File: src/rtl/dot_accum4x4.sv
// dot_accum4x4: accumulates LEN unsigned products into one dot-product sum and
// hands it out over a valid/ready port. Define DOT_ACCUM_SAT_EN to clamp on overflow.
module dot_accum4x4 #(
   parameter int PROD_W = 8,
   parameter int ACC_W  = 12,
   parameter int LEN    = 8
) (
   input  logic              clk,
   input  logic              rst,
   input  logic              clear,
   input  logic              in_valid,
   output logic              in_ready,
   input  logic [PROD_W-1:0] prod,
   output logic              out_valid,
   input  logic              out_ready,
   output logic [ACC_W-1:0]  out_data,
   output logic              out_ovf
);

   localparam int CNT_W = (LEN > 1) ? $clog2(LEN) : 1;

   localparam logic [0:0] ST_ACCUM = 1'b0;
   localparam logic [0:0] ST_DONE  = 1'b1;

   localparam logic [CNT_W-1:0] CNT_LAST = CNT_W'(LEN - 1);
   localparam logic [ACC_W-1:0] ACC_MAX  = {ACC_W{1'b1}};

   logic [0:0]       state_r;
   logic [ACC_W-1:0] acc_r;
   logic [CNT_W-1:0] count_r;
   logic             ovf_r;
   logic [ACC_W-1:0] out_data_r;
   logic             out_ovf_r;

   logic [ACC_W:0]   sum_s;
   logic             ovf_next_s;
   logic [ACC_W-1:0] acc_next_s;

   // Next accumulator value and sticky overflow for the product on the bus.
   always_comb begin
      sum_s      = {1'b0, acc_r} + {{(ACC_W + 1 - PROD_W){1'b0}}, prod};
      ovf_next_s = ovf_r | sum_s[ACC_W];
`ifdef DOT_ACCUM_SAT_EN
      // Once overflowed, the accumulator pins at full scale for the rest of the vector.
      if (ovf_next_s) begin
         acc_next_s = ACC_MAX;
      end else begin
         acc_next_s = sum_s[ACC_W-1:0];
      end
`else
      acc_next_s = sum_s[ACC_W-1:0];
`endif
   end

   // Sequencing: accumulate in ACCUM, hold the result in DONE until the sink takes it.
   always_ff @(posedge clk) begin
      if (rst) begin
         state_r    <= ST_ACCUM;
         acc_r      <= {ACC_W{1'b0}};
         count_r    <= {CNT_W{1'b0}};
         ovf_r      <= 1'b0;
         out_data_r <= {ACC_W{1'b0}};
         out_ovf_r  <= 1'b0;
      end else begin
         case (state_r)
            ST_ACCUM: begin
               if (clear) begin
                  acc_r   <= {ACC_W{1'b0}};
                  count_r <= {CNT_W{1'b0}};
                  ovf_r   <= 1'b0;
               end else if (in_valid) begin
                  if (count_r == CNT_LAST) begin
                     out_data_r <= acc_next_s;
                     out_ovf_r  <= ovf_next_s;
                     state_r    <= ST_DONE;
                     acc_r      <= {ACC_W{1'b0}};
                     count_r    <= {CNT_W{1'b0}};
                     ovf_r      <= 1'b0;
                  end else begin
                     acc_r   <= acc_next_s;
                     ovf_r   <= ovf_next_s;
                     count_r <= count_r + CNT_W'(1);
                  end
               end else begin
                  acc_r <= acc_r;
               end
            end
            ST_DONE: begin
               // clear is deliberately ignored here so a finished result is never lost.
               if (out_ready) begin
                  state_r <= ST_ACCUM;
               end else begin
                  state_r <= ST_DONE;
               end
            end
            default: begin
               state_r <= ST_ACCUM;
            end
         endcase
      end
   end

   assign in_ready  = (state_r == ST_ACCUM);
   assign out_valid = (state_r == ST_DONE);
   assign out_data  = out_data_r;
   assign out_ovf   = out_ovf_r;

endmodule
File: config.mk
export PLATFORM = sky130hd
export DESIGN_NAME = dot_accum4x4
export DESIGN_NICKNAME = d
export VERILOG_FILES = /design/src/rtl/dot_accum4x4.sv
export SDC_FILE = /design/constraint.sdc
export NUM_CORES = 1
export LEC_CHECK = 0
export BUFFER_PORTS_ARGS = -buffer_cell sky130_fd_sc_hd__buf_2
export CAP_MARGIN = 20
export CORE_MARGIN = 5
export CORE_UTILIZATION = 30
export CTS_BUF_LIST = sky130_fd_sc_hd__clkbuf_8
export DETAILED_ROUTE_END_ITERATION = 16
export PLACE_DENSITY = 0.54
export REMOVE_ABC_BUFFERS = 1
export SKIP_CTS_REPAIR_TIMING = 1
export SYNTH_ARGS = -nofsm -noshare
export SYNTH_HDL_FRONTEND = slang
export SYNTH_SLANG_ARGS = --single-unit
File: constraint.sdc
create_clock -name clk -period 2.2 [get_ports clk]
set_input_delay 0.33 -clock clk [delete_from_list [all_inputs] [get_ports clk]]
set_output_delay 0.33 -clock clk [all_outputs]
set_load 0.02 [all_outputs]
==> metrics <==
FP Rows=27; Port Buffers=27; most area-consuming cells after synthesis=dfxtp_1 37%, ha_1 7.6%, nand2_1 5.5%; latest clock arrival within the worst-skew pair=0.28 ns; WL final=4190 um; Critical Path Start Type=flop; Synth Area in Adders=8.83%; Clock Skew=0.00674 ns; Post-Place Cell Area=1870 um2; worst-margin pin slew=0.532 ns; Tmin final=2.08 ns; power per cell area=580 nW/um2; H-tree depth=2; MaxCap Viol Count=0; via count=1515; Critical Path End Type=flop; Post-synth ARST share=0%; TritonRoute pass-1 iters=4; CTS Buffer Depth=2; CTS root buffer=clkbuf_8; Comb power frac=12.6%; setup ws final=0.117 ns; Worst R2R Setup Slack=0.12 ns; switching share of total power=26.0%; top cell type by total area after synthesis=dfxtp_1; Vias per Instance=5.07; layout cells sized above 1=21.1%; first-pass GRT wire length=7000 um; outcome=completed; FMAX=480 MHz; clock power share=38.6%; fill cell count=599; mux cell area share after synthesis=0.609%; HPWL after detailed placement=3020 um; Hold Path Cell Cnt=3; Reg2Reg Depth=8; number of antenna diodes=0; setup violators final=0; Post-synth EDFFs=0; dominant synthesized flop cell=dfxtp_1; leak pwr=0.829 nW; Die ar.=7060 um2; Seq cells post-synth=30; library cells used by synthesis=43; Placed Cells=293; total CTS buffers=5; Syn-to-layout area delta=19.9%; Simple-Gate Fraction of Synth Area=25.8%; drt drc=0; Layout Cells excl Fill=299; fin nets=252; Pint=0.000845 W; Worst Hold Launch=out_ready; post-synthesis xor/xnor area fraction=3.20%; WHS Endpoint=out_valid$_SDFF_PP0_; Post-Layout Inst Area=1970 um2; top-area cell type share of the netlist area=36.6%; GRT Total Usage=12.6%; Synth Warn #=0; Final Total Pwr=0.00114 W; Net Sw Power=0.000296 W; IO Count=28; Peak VDD IR=249 uV; most frequent cells in the layout=30 x dfxtp_1, 27 x buf_2, 24 x nand2_1, 21 x nor2_1, 17 x a21oi_1; largest family of logic cells by synthesized area=simple AND/OR/NAND/NOR gates; initial antenna violation count=0; worst-path maximum fanout=3; Hold Crit Class=in2reg; pre-CTS setup slack=0.00606 ns; Post-Synthesis Cells=199; CTS tree=done; post-synthesis compound-gate area fraction=21.1%; worst relative slew slack=64.5%; ANT nets after route=0; Hold Violations, Final=0; Critical Path RT=2.43 ns; reg2reg start=acc_r[0]$_SDFFE_PP0P_; max-slew violation count=0; detail-routed net length per standard cell=14.0 um; Flop pwr share=48.8%; die height=84 um; Initial Utilization=30.4%; initial DRC count=81; utilization after layout=36.4%; clock transition at the registers of the reported paths=0.06 ns; fin crit share=94.7%; routability congestion estimate=0.794; CTS sink cnt=30; Setup CP Type=reg2reg; Post-Syn Area=1640 um2; global route overflow=0; core area=5410 um2; Avg Cell Area, Syn=8.26 um2; sequential area share after synthesis=36.6%; vias in the first global route=1436; reg2reg end=out_data[8]$_SDFFE_PP0P_; Crit path arrival time=2.31 ns; Die X=84 um; commonest non-fill, non-tap cell in the layout=dfxtp_1; pin count of the biggest net entering global routing=18
[area by class of cell]
class / count / area (um2) / area share, %
Multi-Input combinational cell: 153 / 997 / 50.6
Sequential cell: 30 / 601 / 30.5
Timing Repair Buffer: 33 / 180 / 9.15
Tap cell: 72 / 90.1 / 4.57
Clock buffer: 6 / 82.6 / 4.19
Inverter: 5 / 18.8 / 0.953
[sequential cells by signal, indices dropped and copies added (netlist names)]
signal     cells
out_ovf        1
ovf_r          1
acc_r         12
out_data      12
out_valid      1
count_r        3
[worst max-delay path, stage by stage (launching register included)]
cell,delay [ns]
dfxtp_1,0.33
ha_1,0.18
inv_1,0.06
fa_1,0.38
nand2b_4,0.17
a211oi_4,0.32
o21ai_2,0.12
or4_1,0.40
nand3_1,0.09
[cell usage after synthesis (2+ instances only)]
cell type / number
o21ai_1: 4
nand2_1: 24
nand2b_1: 3
or4_1: 3
a22oi_1: 6
nand4_1: 3
buf_2: 3
a211oi_2: 2
a31oi_1: 2
o22ai_1: 2
ha_1: 10
inv_1: 5
or3_1: 2
nor2b_1: 2
dfxtp_1: 30
a21oi_1: 17
a211oi_1: 4
o21ai_0: 7
xor2_1: 5
a211o_1: 2
nor3_1: 4
nand3_1: 11
clkbuf_1: 8
nor2_1: 21
[routing by layer]
metal / vias up / global-route usage (%) / wire length (um)
met2: 24 / 20.0 / 1980
li1: 776 / - / -
met1: 708 / 15.7 / 1980
met4: 0 / 5.26 / 79
met5: - / 0 / 0
met3: 7 / 3.85 / 149
[per-stage QoR]
stage,setup TNS (ns),hold slack [ns]
2_1_floorplan,0,0.399
3_3_place_gp,0,0.441
3_5_place_dp,0,0.447
4_1_cts,0,0.308
5_1_grt,-0.00154,0.321
6_report,0,0.314
[power by group through the flow]
stage	logic [W]	registers (W)	clock network (W)
5_1_grt	0.000161	0.000558	0.000489
4_1_cts	0.000139	0.000557	0.000462
3_3_place_gp	0.000140	0.000568	0
2_1_floorplan	0.0000900	0.000568	0
6_report	0.000144	0.000557	0.000441
3_5_place_dp	0.000138	0.000569	0
[kinds of logic (layout without fill, tap and decap cells)]
| group | after synthesis | count (layout) |
|---|---|---|
| compound gates | 53 | 53 |
| fa+ha+maj | 11 | 11 |
| simple gates | 82 | 82 |
| flops | 30 | 30 |
| mux | 1 | 1 |
| xor+xnor | 6 | 6 |
| buf+inv | 16 | 44 |
[worst max path at each step]
stage | from | to | slack, ns | depth (start not counted)
global route | acc_r[0]$_SDFFE_PP0P_ | out_data[8]$_SDFFE_PP0P_ | -0.002 | 8
CTS | acc_r[0]$_SDFFE_PP0P_ | acc_r[10]$_SDFFE_PP0P_ | 0.08 | 8
global placement | prod[0] | acc_r[10]$_SDFFE_PP0P_ | 0.03 | 9
floorplan | prod[0] | out_data[8]$_SDFFE_PP0P_ | 0.20 | 8
finish | acc_r[0]$_SDFFE_PP0P_ | out_data[8]$_SDFFE_PP0P_ | 0.12 | 8
detailed placement | prod[0] | acc_r[10]$_SDFFE_PP0P_ | 0.006 | 9
Power figures use the tool's default switching activity.
